<file path="src/rtl/bnn_pkg.sv">
// rtl/bnn_pkg.sv - shared constants for the binary neural network datapath
// Provides the operation encodings and the default widths used by the
// XNOR/popcount ALU wrapper, the accumulate/binarize stage and the ofmap writer.
package bnn_pkg;

  localparam logic OP_CONV = 1'b0;  // accumulate popcounts, then threshold
  localparam logic OP_POOL = 1'b1;  // pooled bit passes straight through

  localparam int DEF_ACC_W  = 13;   // 256 channels x 25 taps fits in 13 bits
  localparam int DEF_CH_W   = 8;
  localparam int DEF_PACK_W = 8;

endpackage

</file>
<file path="src/rtl/bnn_bit_packer.sv">
// rtl/bnn_bit_packer.sv - packs activation bits LSB-first into output words
// Ports:
//   clk, rst_n           clock, asynchronous active-low reset
//   push, push_bit       write push_bit at position pcnt this cycle
//   flush                emit the partial word (after any same-cycle push)
//   clear                drop pcnt and the pack register; output word untouched
//   out_ready            consumer accepts out_data
//   out_data, out_nbits  packed word and its count of valid bits
//   out_valid            out_data is valid
module bnn_bit_packer
  import bnn_pkg::*;
#(
  parameter int PACK_W = DEF_PACK_W,
  localparam int PC_W  = $clog2(PACK_W)
) (
  input  logic            clk,
  input  logic            rst_n,
  input  logic            push,
  input  logic            push_bit,
  input  logic            flush,
  input  logic            clear,
  input  logic            out_ready,
  output logic [PACK_W-1:0] out_data,
  output logic [PC_W:0]   out_nbits,
  output logic            out_valid
);

  logic [PACK_W-1:0] pack;
  logic [PACK_W-1:0] pack_set;
  logic [PC_W-1:0]   pcnt;
  logic [PC_W:0]     fill;
  logic              full;
  logic              emit;

  // Word contents and bit count as they stand after this cycle's push.
  always_comb begin
    pack_set = pack;
    if (push) pack_set[pcnt] = push_bit;
  end

  assign fill = {1'b0, pcnt} + (PC_W+1)'(push);
  assign full = push && (pcnt == PC_W'(PACK_W - 1));
  // A flush on an empty word emits nothing; a full word is emitted once.
  assign emit = !clear && (full || (flush && (fill != '0)));

  always_ff @(posedge clk or negedge rst_n) begin
    if (!rst_n) begin
      pack      <= '0;
      pcnt      <= '0;
      out_data  <= '0;
      out_nbits <= '0;
      out_valid <= 1'b0;
    end else begin
      if (clear || emit) begin
        pack <= '0;
        pcnt <= '0;
      end else if (push) begin
        pack <= pack_set;
        pcnt <= pcnt + PC_W'(1);
      end

      // A word loading on the same edge as a drain keeps out_valid high.
      if (emit) begin
        out_data  <= pack_set;
        out_nbits <= fill;
        out_valid <= 1'b1;
      end else if (out_ready) begin
        out_valid <= 1'b0;
      end
    end
  end

endmodule

</file>
<file path="src/rtl/bnn_accum_binarize.sv">
// rtl/bnn_accum_binarize.sv - popcount accumulation, binarization and packing
// Ports:
//   clk, rst_n                  clock, asynchronous active-low reset
//   mac_in, mac_valid, in_ready ALU result stream and its handshake
//   operation                   OP_CONV accumulate/threshold, OP_POOL pass-through
//   num_ch                      channels per output pixel minus 1
//   threshold                   activation bit = (accumulated sum >= threshold)
//   clear                       synchronous clear of accumulation and packing
//   flush                       emit the partial pack word
//   out_data, out_nbits         packed activations and their valid bit count
//   out_valid, out_ready        output handshake
module bnn_accum_binarize
  import bnn_pkg::*;
#(
  parameter int ACC_W  = DEF_ACC_W,
  parameter int CH_W   = DEF_CH_W,
  parameter int PACK_W = DEF_PACK_W
) (
  input  logic                      clk,
  input  logic                      rst_n,
  input  logic [4:0]                mac_in,
  input  logic                      mac_valid,
  output logic                      in_ready,
  input  logic                      operation,
  input  logic [CH_W-1:0]           num_ch,
  input  logic [ACC_W-1:0]          threshold,
  input  logic                      clear,
  input  logic                      flush,
  output logic [PACK_W-1:0]         out_data,
  output logic [$clog2(PACK_W):0]   out_nbits,
  output logic                      out_valid,
  input  logic                      out_ready
);

  logic [ACC_W-1:0] acc;
  logic [CH_W-1:0]  ch_cnt;
  logic [CH_W-1:0]  num_ch_lat;
  logic [CH_W-1:0]  ch_lim;
  logic [ACC_W:0]   sum_w;
  logic [ACC_W-1:0] sum_sat;
  logic             accept;
  logic             last;
  logic             push;
  logic             push_bit;
  logic             flush_s;

  // Only a stalled output word blocks input; no path from mac_valid.
  assign in_ready = !(out_valid && !out_ready);
  assign accept   = mac_valid && in_ready;
  assign flush_s  = flush && in_ready && !clear;

  assign sum_w   = {1'b0, acc} + (ACC_W+1)'(mac_in);
  assign sum_sat = sum_w[ACC_W] ? '1 : sum_w[ACC_W-1:0];

  // The first channel of a pixel uses the live num_ch, which is latched then.
  assign ch_lim = (ch_cnt == '0) ? num_ch : num_ch_lat;
  assign last   = (ch_cnt == ch_lim);

  assign push     = accept && !clear && ((operation == OP_POOL) || last);
  assign push_bit = (operation == OP_POOL) ? mac_in[0] : (sum_sat >= threshold);

  always_ff @(posedge clk or negedge rst_n) begin
    if (!rst_n) begin
      acc        <= '0;
      ch_cnt     <= '0;
      num_ch_lat <= '0;
    end else if (clear) begin
      acc    <= '0;
      ch_cnt <= '0;
    end else if (accept) begin
      if (ch_cnt == '0) num_ch_lat <= num_ch;
      if ((operation == OP_POOL) || last) begin
        acc    <= '0;
        ch_cnt <= '0;
      end else begin
        acc    <= sum_sat;
        ch_cnt <= ch_cnt + CH_W'(1);
      end
    end
  end

  bnn_bit_packer #(
    .PACK_W (PACK_W)
  ) u_packer (
    .clk       (clk),
    .rst_n     (rst_n),
    .push      (push),
    .push_bit  (push_bit),
    .flush     (flush_s),
    .clear     (clear),
    .out_ready (out_ready),
    .out_data  (out_data),
    .out_nbits (out_nbits),
    .out_valid (out_valid)
  );

endmodule

</file>
<file path="config.mk">
export PLATFORM = sky130hd
export DESIGN_NAME = bnn_accum_binarize
export DESIGN_NICKNAME = d
export VERILOG_FILES = /design/src/rtl/bnn_pkg.sv /design/src/rtl/bnn_bit_packer.sv /design/src/rtl/bnn_accum_binarize.sv
export SDC_FILE = /design/constraint.sdc
export NUM_CORES = 1
export LEC_CHECK = 0
export ABC_CLOCK_PERIOD_IN_PS = 3700
export BUFFER_PORTS_ARGS = -buffer_cell sky130_fd_sc_hd__clkbuf_2
export CORE_ASPECT_RATIO = 0.7
export CORE_MARGIN = 4
export CORE_UTILIZATION = 35
export CTS_CLUSTER_SIZE = 24
export DETAILED_ROUTE_END_ITERATION = 7
export SLEW_MARGIN = 40
export SYNTH_ARGS = -nofsm -noshare
export SYNTH_HDL_FRONTEND = slang
export SYNTH_SLANG_ARGS = --single-unit
</file>
<file path="constraint.sdc">
create_clock -name clk -period 3.7 [get_ports clk]
set_clock_uncertainty 0.05 [all_clocks]
set_input_delay 0.74 -clock clk [delete_from_list [all_inputs] [get_ports clk]]
set_output_delay 0.74 -clock clk [all_outputs]
set_load 0.1 [all_outputs]
</file>
==> metrics, run 1 <==
outcome completed; Worst Path Arrival 3.81 ns; syn nets 431; I/O Buffers 46; # clock sinks 53; kind of critical path input pin to register; I/O Pins 47; Final Critical Period 3.672 ns; Die Area 11,820 µm²; Synth cell types 52; area grow syn2layout 34.97%; count leader, synth dfrtp_1; Final Net Count 527; Post-Route WL 9690 µm; layout cell share with drive strength beyond 1 36.67%; drt wl/cell 16.23 µm; Die Y 92.17 µm; GPL Wtd Cong 0.8364; worst hold-check path type input pin to asynchronous set/reset pin; Core ar. 9797 µm²; CTS tree done; Max Clock Freq 272.3 MHz; most instantiated cells after synthesis dfrtp_1, inv_1, ha_1, nand2_1; flip-flop and latch count after synthesis 53; largest net degree at the start of global routing 39; Post-synth EDFFs 0; cells taking the most area after synthesis dfrtp_1, ha_1, mux2_2, inv_1, a31oi_1; synthesized area 3542 µm²; first-pass GRT wire length 16,370 µm; area taken by multi-input logic gates 2278 µm²; main flop type after synthesis dfrtp_1; Antenna Violating Nets Remaining 0; CP required 3.83 ns; Overflow after GRT 0; crit path max fanout 3; CTS Hold Buffers Added 0; vias 3,254; clock latency on the worst-skew pair 0.29 ns; power per standard cell area 327.6 nW/µm²; yosys warns 0; # fillers 919; htree depth 2; final hold violation count 0; # setup viols final 0; Rel. slew slack 61.75%; Slew Limit Fails 0; DRT Pass-1 Iters 7; # diodes 0; vias in the first global route 3,289; Peak supply drop 0.2100 mV; CP endpoint kind register; Starting Density 36.16%; Post-Layout Cell Count 597; largest area contributor in the netlist dfrtp_1; Max-cap violations 0; clk slew on worst S/H paths 0.07 ns; worst reg2reg path depth 22; P_leak 2.299 nW; initial antenna violation count 0; RSZ-0062 raised after global routing true; worst setup margin 0.02810 ns; startpoint types input pin; Placed Instances 572; flip-flop and latch area 1328 µm²; asr flop ratio synth 100.0%; register area share after synthesis 37.44%; Post-Place Worst Slack -0.4102 ns; total chip power 1.566 mW; CTS max path bufs 2; Synth Area per Inst 9.496 µm²; Root Buffer clkbuf_16; Worst Tran Pin Value 0.5737 ns; R2R Path End acc[6]; vias per inst 5.451; detailed-route DRC error count 0; hpwl dp 6927 µm; DIE WIDTH 128.2 µm; Std-Cell Rows 30; Cells after Synth 373; area share of the leading cell type in the synthesized netlist 37.44%; flop-to-flop setup slack 0.14 ns; Num CTS Buffers 5; Total GRT Usage 17.09%; 1st-iter DRT viols 206; Final period util 99.24%; r2r startpoint acc[0]
-- worst max-delay path by stage --
stage,slack [ns],cells past startpoint,startpoint,end
3_5_place_dp,-0.41,16,mac_in[0],u_packer.out_data[0]
2_1_floorplan,-0.06,15,mac_in[0],u_packer.out_data[0]
3_3_place_gp,-0.35,17,mac_in[1],u_packer.out_data[0]
5_1_grt,-0.07,17,mac_in[0],u_packer.out_data[3]
4_1_cts,0.009,16,mac_in[0],u_packer.out_data[3]
6_report,0.03,22,mac_in[2],acc[6]
-- where the power goes --
part	internal (mW)	total, mW	switching (mW)
Sequential	0.614	0.640	0.0255
Clock	0.315	0.526	0.212
Combinational	0.157	0.400	0.243
Total	1.09	1.57	0.480
-- final cells by class --
class	count	area share [%]
inverters	28	2.198
clock buffers	5	2.617
flip-flops and latches	53	27.77
well taps	128	3.350
clock inverters	2	0.7328
multi-input cells	271	47.66
repair buffers	110	15.68
-- cell usage in the layout (no fill, tap or decap), types with 7 or more instances in the layout --
cell type  netlist  layout
buf_4            0      61
a31oi_1         16      13
ha_1            24      21
clkbuf_2         0      43
nor2_1          13      13
o211ai_1         9       9
inv_1           28      28
nand2b_1         9       8
dfrtp_1         53      52
mux2_2          11      10
o21ai_0         16      15
nor3_1          10      10
xor2_1           9       9
nand3_1         14      14
a21oi_1         10       7
nor2b_1          7       7
a22o_1          11      11
nand2_1         24      22
-- through the flow --
step / TNS, ns / utilization, % / instance area [µm²] / hold slack, ns
5_1_grt: -0.3321 / 48.80 / 4781 / 0.4551
4_1_cts: 0 / 46.91 / 4596 / 0.4354
3_5_place_dp: -4.990 / 43.86 / 4297 / 0.4463
6_report: 0 / 48.80 / 4781 / 0.4046
2_1_floorplan: -0.3552 / - / 3677 / 0.3944
3_3_place_gp: -4.430 / 43.83 / 4294 / 0.4470
-- sequential cells by signal, summed over array words and instances, names as in the netlist --
signal,cells
acc,13
ch_cnt,8
num_ch_lat,8
u_packer.out_data,8
u_packer.out_nbits,4
u_packer.out_valid,1
u_packer.pack,8
u_packer.pcnt,3
-- cell families after synthesis --
| logic type | count (synthesis) | share of synthesized area [%] |
|---|---|---|
| AOI/OAI and AO/OA | 108 | 22.54 |
| xor gates and xnor gates | 14 | 3.462 |
| adders and majority gates | 25 | 9.043 |
| buffers and inverters | 50 | 6.429 |
| DFF | 53 | 37.44 |
| muxes | 13 | 4.062 |
| and+or+nand+nor | 110 | 17.03 |
-- routing by layer --
metal / wire length (µm) / GRT usage (%) / part of all wire (%) / vias to the layer above
li1: - / - / - / 1577
met1: 4887 / 25.63 / 50 / 1569
met2: 4183 / 25.04 / 43 / 98
met3: 488 / 3.085 / 5.0 / 10
met4: 130 / 4.505 / 1.3 / 0
met5: 0 / 0 / 0 / -
-- timing repair --
item	4_1_cts	5_1_grt
pin swaps	7	21
cloned	0	1
setup endpoints to repair	18	25
gates resized for setup	5	28
buffers inserted	14	3
-- critical path, cell delays in order --
cell,delay (ns)
clkbuf_2,0.08
ha_1,0.34
a21o_1,0.15
a21oi_2,0.07
o21bai_2,0.21
nand2_2,0.09
buf_4,0.14
buf_4,0.12
buf_4,0.13
buf_4,0.13
buf_4,0.13
buf_4,0.13
buf_4,0.12
buf_4,0.12
buf_4,0.12
buf_4,0.12
buf_4,0.12
buf_4,0.12
buf_4,0.12
buf_4,0.12
a31o_2,0.22
a22o_1,0.17
Note: power is estimated with default switching activity, not from simulation.
==> run 2, diff against run 1 <==
--- a/config.mk
+++ b/config.mk
@@ -9,9 +9,10 @@
 export BUFFER_PORTS_ARGS = -buffer_cell sky130_fd_sc_hd__clkbuf_2
 export CORE_ASPECT_RATIO = 0.7
 export CORE_MARGIN = 4
-export CORE_UTILIZATION = 35
+export CORE_UTILIZATION = 53
 export CTS_CLUSTER_SIZE = 24
 export DETAILED_ROUTE_END_ITERATION = 7
+export PLACE_DENSITY = 0.77
 export SLEW_MARGIN = 40
 export SYNTH_ARGS = -nofsm -noshare
 export SYNTH_HDL_FRONTEND = slang
==> metrics, run 2 (synthesized netlist as in run 1, its figures left out) <==
outcome completed (unchanged); Max-cap violations 0 (unchanged); DRT Pass-1 Iters 4 (was 7); Final Critical Period 3.643 ns (was 3.672 ns); R2R Path End u_packer.out_data[6] (was acc[6]); Max Clock Freq 274.5 MHz (was 272.3 MHz); I/O Buffers 46 (unchanged); Std-Cell Rows 24 (was 30); drt wl/cell 17.82 µm (was 16.23 µm); worst-path cell chain clkbuf_2 > ha_1 > a21o_1 > a21oi_2 > o21bai_1 > a21oi_2 > xor2_1 > nand2_1 > ha_4 > a21o_1 > a221o_1 > a31oi_4 > o221ai_4 > buf_12 > nor4_4 > o31ai_2 (was clkbuf_2 > ha_1 > a21o_1 > a21oi_2 > o21bai_2 > nand2_2 > buf_4 > buf_4 > buf_4 > buf_4 > buf_4 > buf_4 > buf_4 > buf_4 > buf_4 > buf_4 > buf_4 > buf_4 > buf_4 > buf_4 > a31o_2 > a22o_1); Slew Limit Fails 0 (unchanged); Root Buffer clkbuf_8 (was clkbuf_16); vias per inst 6.007 (was 5.451); Post-Route WL 9817 µm (was 9690 µm); initial antenna violation count 0 (unchanged); # fillers 470 (was 919); GPL Wtd Cong 0.8598 (was 0.8364); Top reg by flops acc (unchanged); P_leak 2.233 nW (was 2.299 nW); Max stage delay on crit path 0.39 ns (was 0.34 ns); Overflow after GRT 0 (unchanged); worst reg2reg path depth 16 (was 22); commonest non-fill, non-tap cell in the layout buf_4 (unchanged); htree depth 2 (unchanged); area grow syn2layout 30.17% (was 34.97%); max reg flops 13 (unchanged); clock latency on the worst-skew pair 0.31 ns (was 0.29 ns); CP delay by family, top compound AO/OA/AOI/OAI gates (was buffers and inverters); clk slew on worst S/H paths 0.11 ns (was 0.07 ns); CTS Hold Buffers Added 0 (unchanged); Placed Instances 536 (was 572); Worst Tran Pin Value 0.6993 ns (was 0.5737 ns); Antenna Violating Nets Remaining 0 (unchanged); # clock sinks 53 (unchanged); flop-to-flop setup slack 0.14 ns (about the same); Final period util 98.46% (was 99.24%); CP required 3.84 ns (was 3.83 ns); Peak supply drop 0.2352 mV (was 0.2100 mV); hpwl dp 7005 µm (was 6927 µm); Worst path slowest cell a221o_1 (was ha_1); r2r startpoint acc[0] (unchanged); worst hold-check path type input pin to asynchronous set/reset pin (unchanged); Final Net Count 517 (was 527); Worst Path Arrival 3.78 ns (was 3.81 ns); CTS max path bufs 2 (unchanged); Num CTS Buffers 5 (unchanged); largest net degree at the start of global routing 31 (was 39); vias 3,310 (was 3,254); CTS tree done (unchanged); total chip power 1.453 mW (was 1.566 mW); Die Area 8076 µm² (was 11,820 µm²); most frequent cells in the layout buf_4, dfrtp_1, clkbuf_2 (unchanged); RSZ-0062 raised after global routing true (unchanged); Core ar. 6366 µm² (was 9797 µm²); Rel. slew slack 53.38% (was 61.75%); CP endpoint kind register (unchanged); first-pass GRT wire length 16,080 µm (was 16,370 µm); crit path max fanout 8 (was 3); kind of critical path input pin to register (unchanged); Buf/Inv on CP 2 (was 15); Post-Layout Cell Count 551 (was 597); vias in the first global route 3,319 (was 3,289); power per standard cell area 315.1 nW/µm² (was 327.6 nW/µm²); Total GRT Usage 24.15% (was 17.09%); layout cell share with drive strength beyond 1 35.43% (was 36.67%); Die Y 76.40 µm (was 92.17 µm); final hold violation count 0 (unchanged); I/O Pins 47 (unchanged); DIE WIDTH 105.7 µm (was 128.2 µm); detailed-route DRC error count 0 (unchanged); # diodes 0 (unchanged); startpoint types input pin (unchanged); Starting Density 55.64% (was 36.16%); 1st-iter DRT viols 225 (was 206); # setup viols final 0 (unchanged)
run 2: how the worst max path moves through the flow:
stage | startpoint | to | slack (ns) | cells past startpoint
6_report | mac_in[1] | u_packer.out_data[6] | 0.06 | 16
3_3_place_gp | mac_in[0] | u_packer.out_data[0] | -0.32 | 16
4_1_cts | mac_in[0] | u_packer.out_data[6] | 0.02 | 17
5_1_grt | mac_in[1] | u_packer.pack[6] | -0.09 | 16
3_5_place_dp | mac_in[0] | u_packer.out_data[0] | -0.47 | 16
2_1_floorplan | mac_in[0] | u_packer.out_data[0] | -0.06 | 15
run 2: power by group:
group,switching (mW),internal (mW),leakage (nW),total [mW]
combinational,0.249,0.159,1.46,0.408
sequential,0.0262,0.614,0.716,0.640
clock,0.204,0.202,0.0552,0.405
total,0.479,0.974,2.23,1.45
run 2: layer usage:
metal / global-route usage (%) / vias to the layer above / wire [µm]
li1: - / 1558 / -
met1: 34.84 / 1599 / 4448
met2: 37.21 / 139 / 4494
met3: 4.742 / 14 / 738
met4: 6.080 / 0 / 136
met5: 0 / - / 0
run 2: area by class of cell:
class                   count  area (µm²)  share of cell area (%)
inverters                  28       105.1                   2.280
clock buffers               6       72.57                   1.574
clock inverters             2       35.03                  0.7598
repair buffers            101       669.4                   14.52
well taps                  91       113.9                   2.469
flip-flops and latches     53        1328                   28.79
multi-input cells         270        2287                   49.61
run 2: timing repair:
action | CTS | global route
setup buffers | 2 | 5
pin swaps | 5 | 11
gates cloned | 0 | 0
resized for setup | 5 | 26
endpoints found under the setup margin | 17 | 24
run 2: per-stage QoR:
stage | setup TNS (ns) | hold slack, ns | setup WS [ns] | utilization [%] | area [µm²]
2_1_floorplan | -0.3552 | 0.3944 | -0.06448 | - | 3677
3_3_place_gp | -4.115 | 0.4394 | -0.3234 | 66.84 | 4255
3_5_place_dp | -6.237 | 0.4410 | -0.4689 | 66.84 | 4255
4_1_cts | 0 | 0.4712 | 0.02045 | 69.28 | 4410
5_1_grt | -0.4107 | 0.4619 | -0.09024 | 72.43 | 4611
6_report | 0 | 0.4104 | 0.05705 | 72.43 | 4611
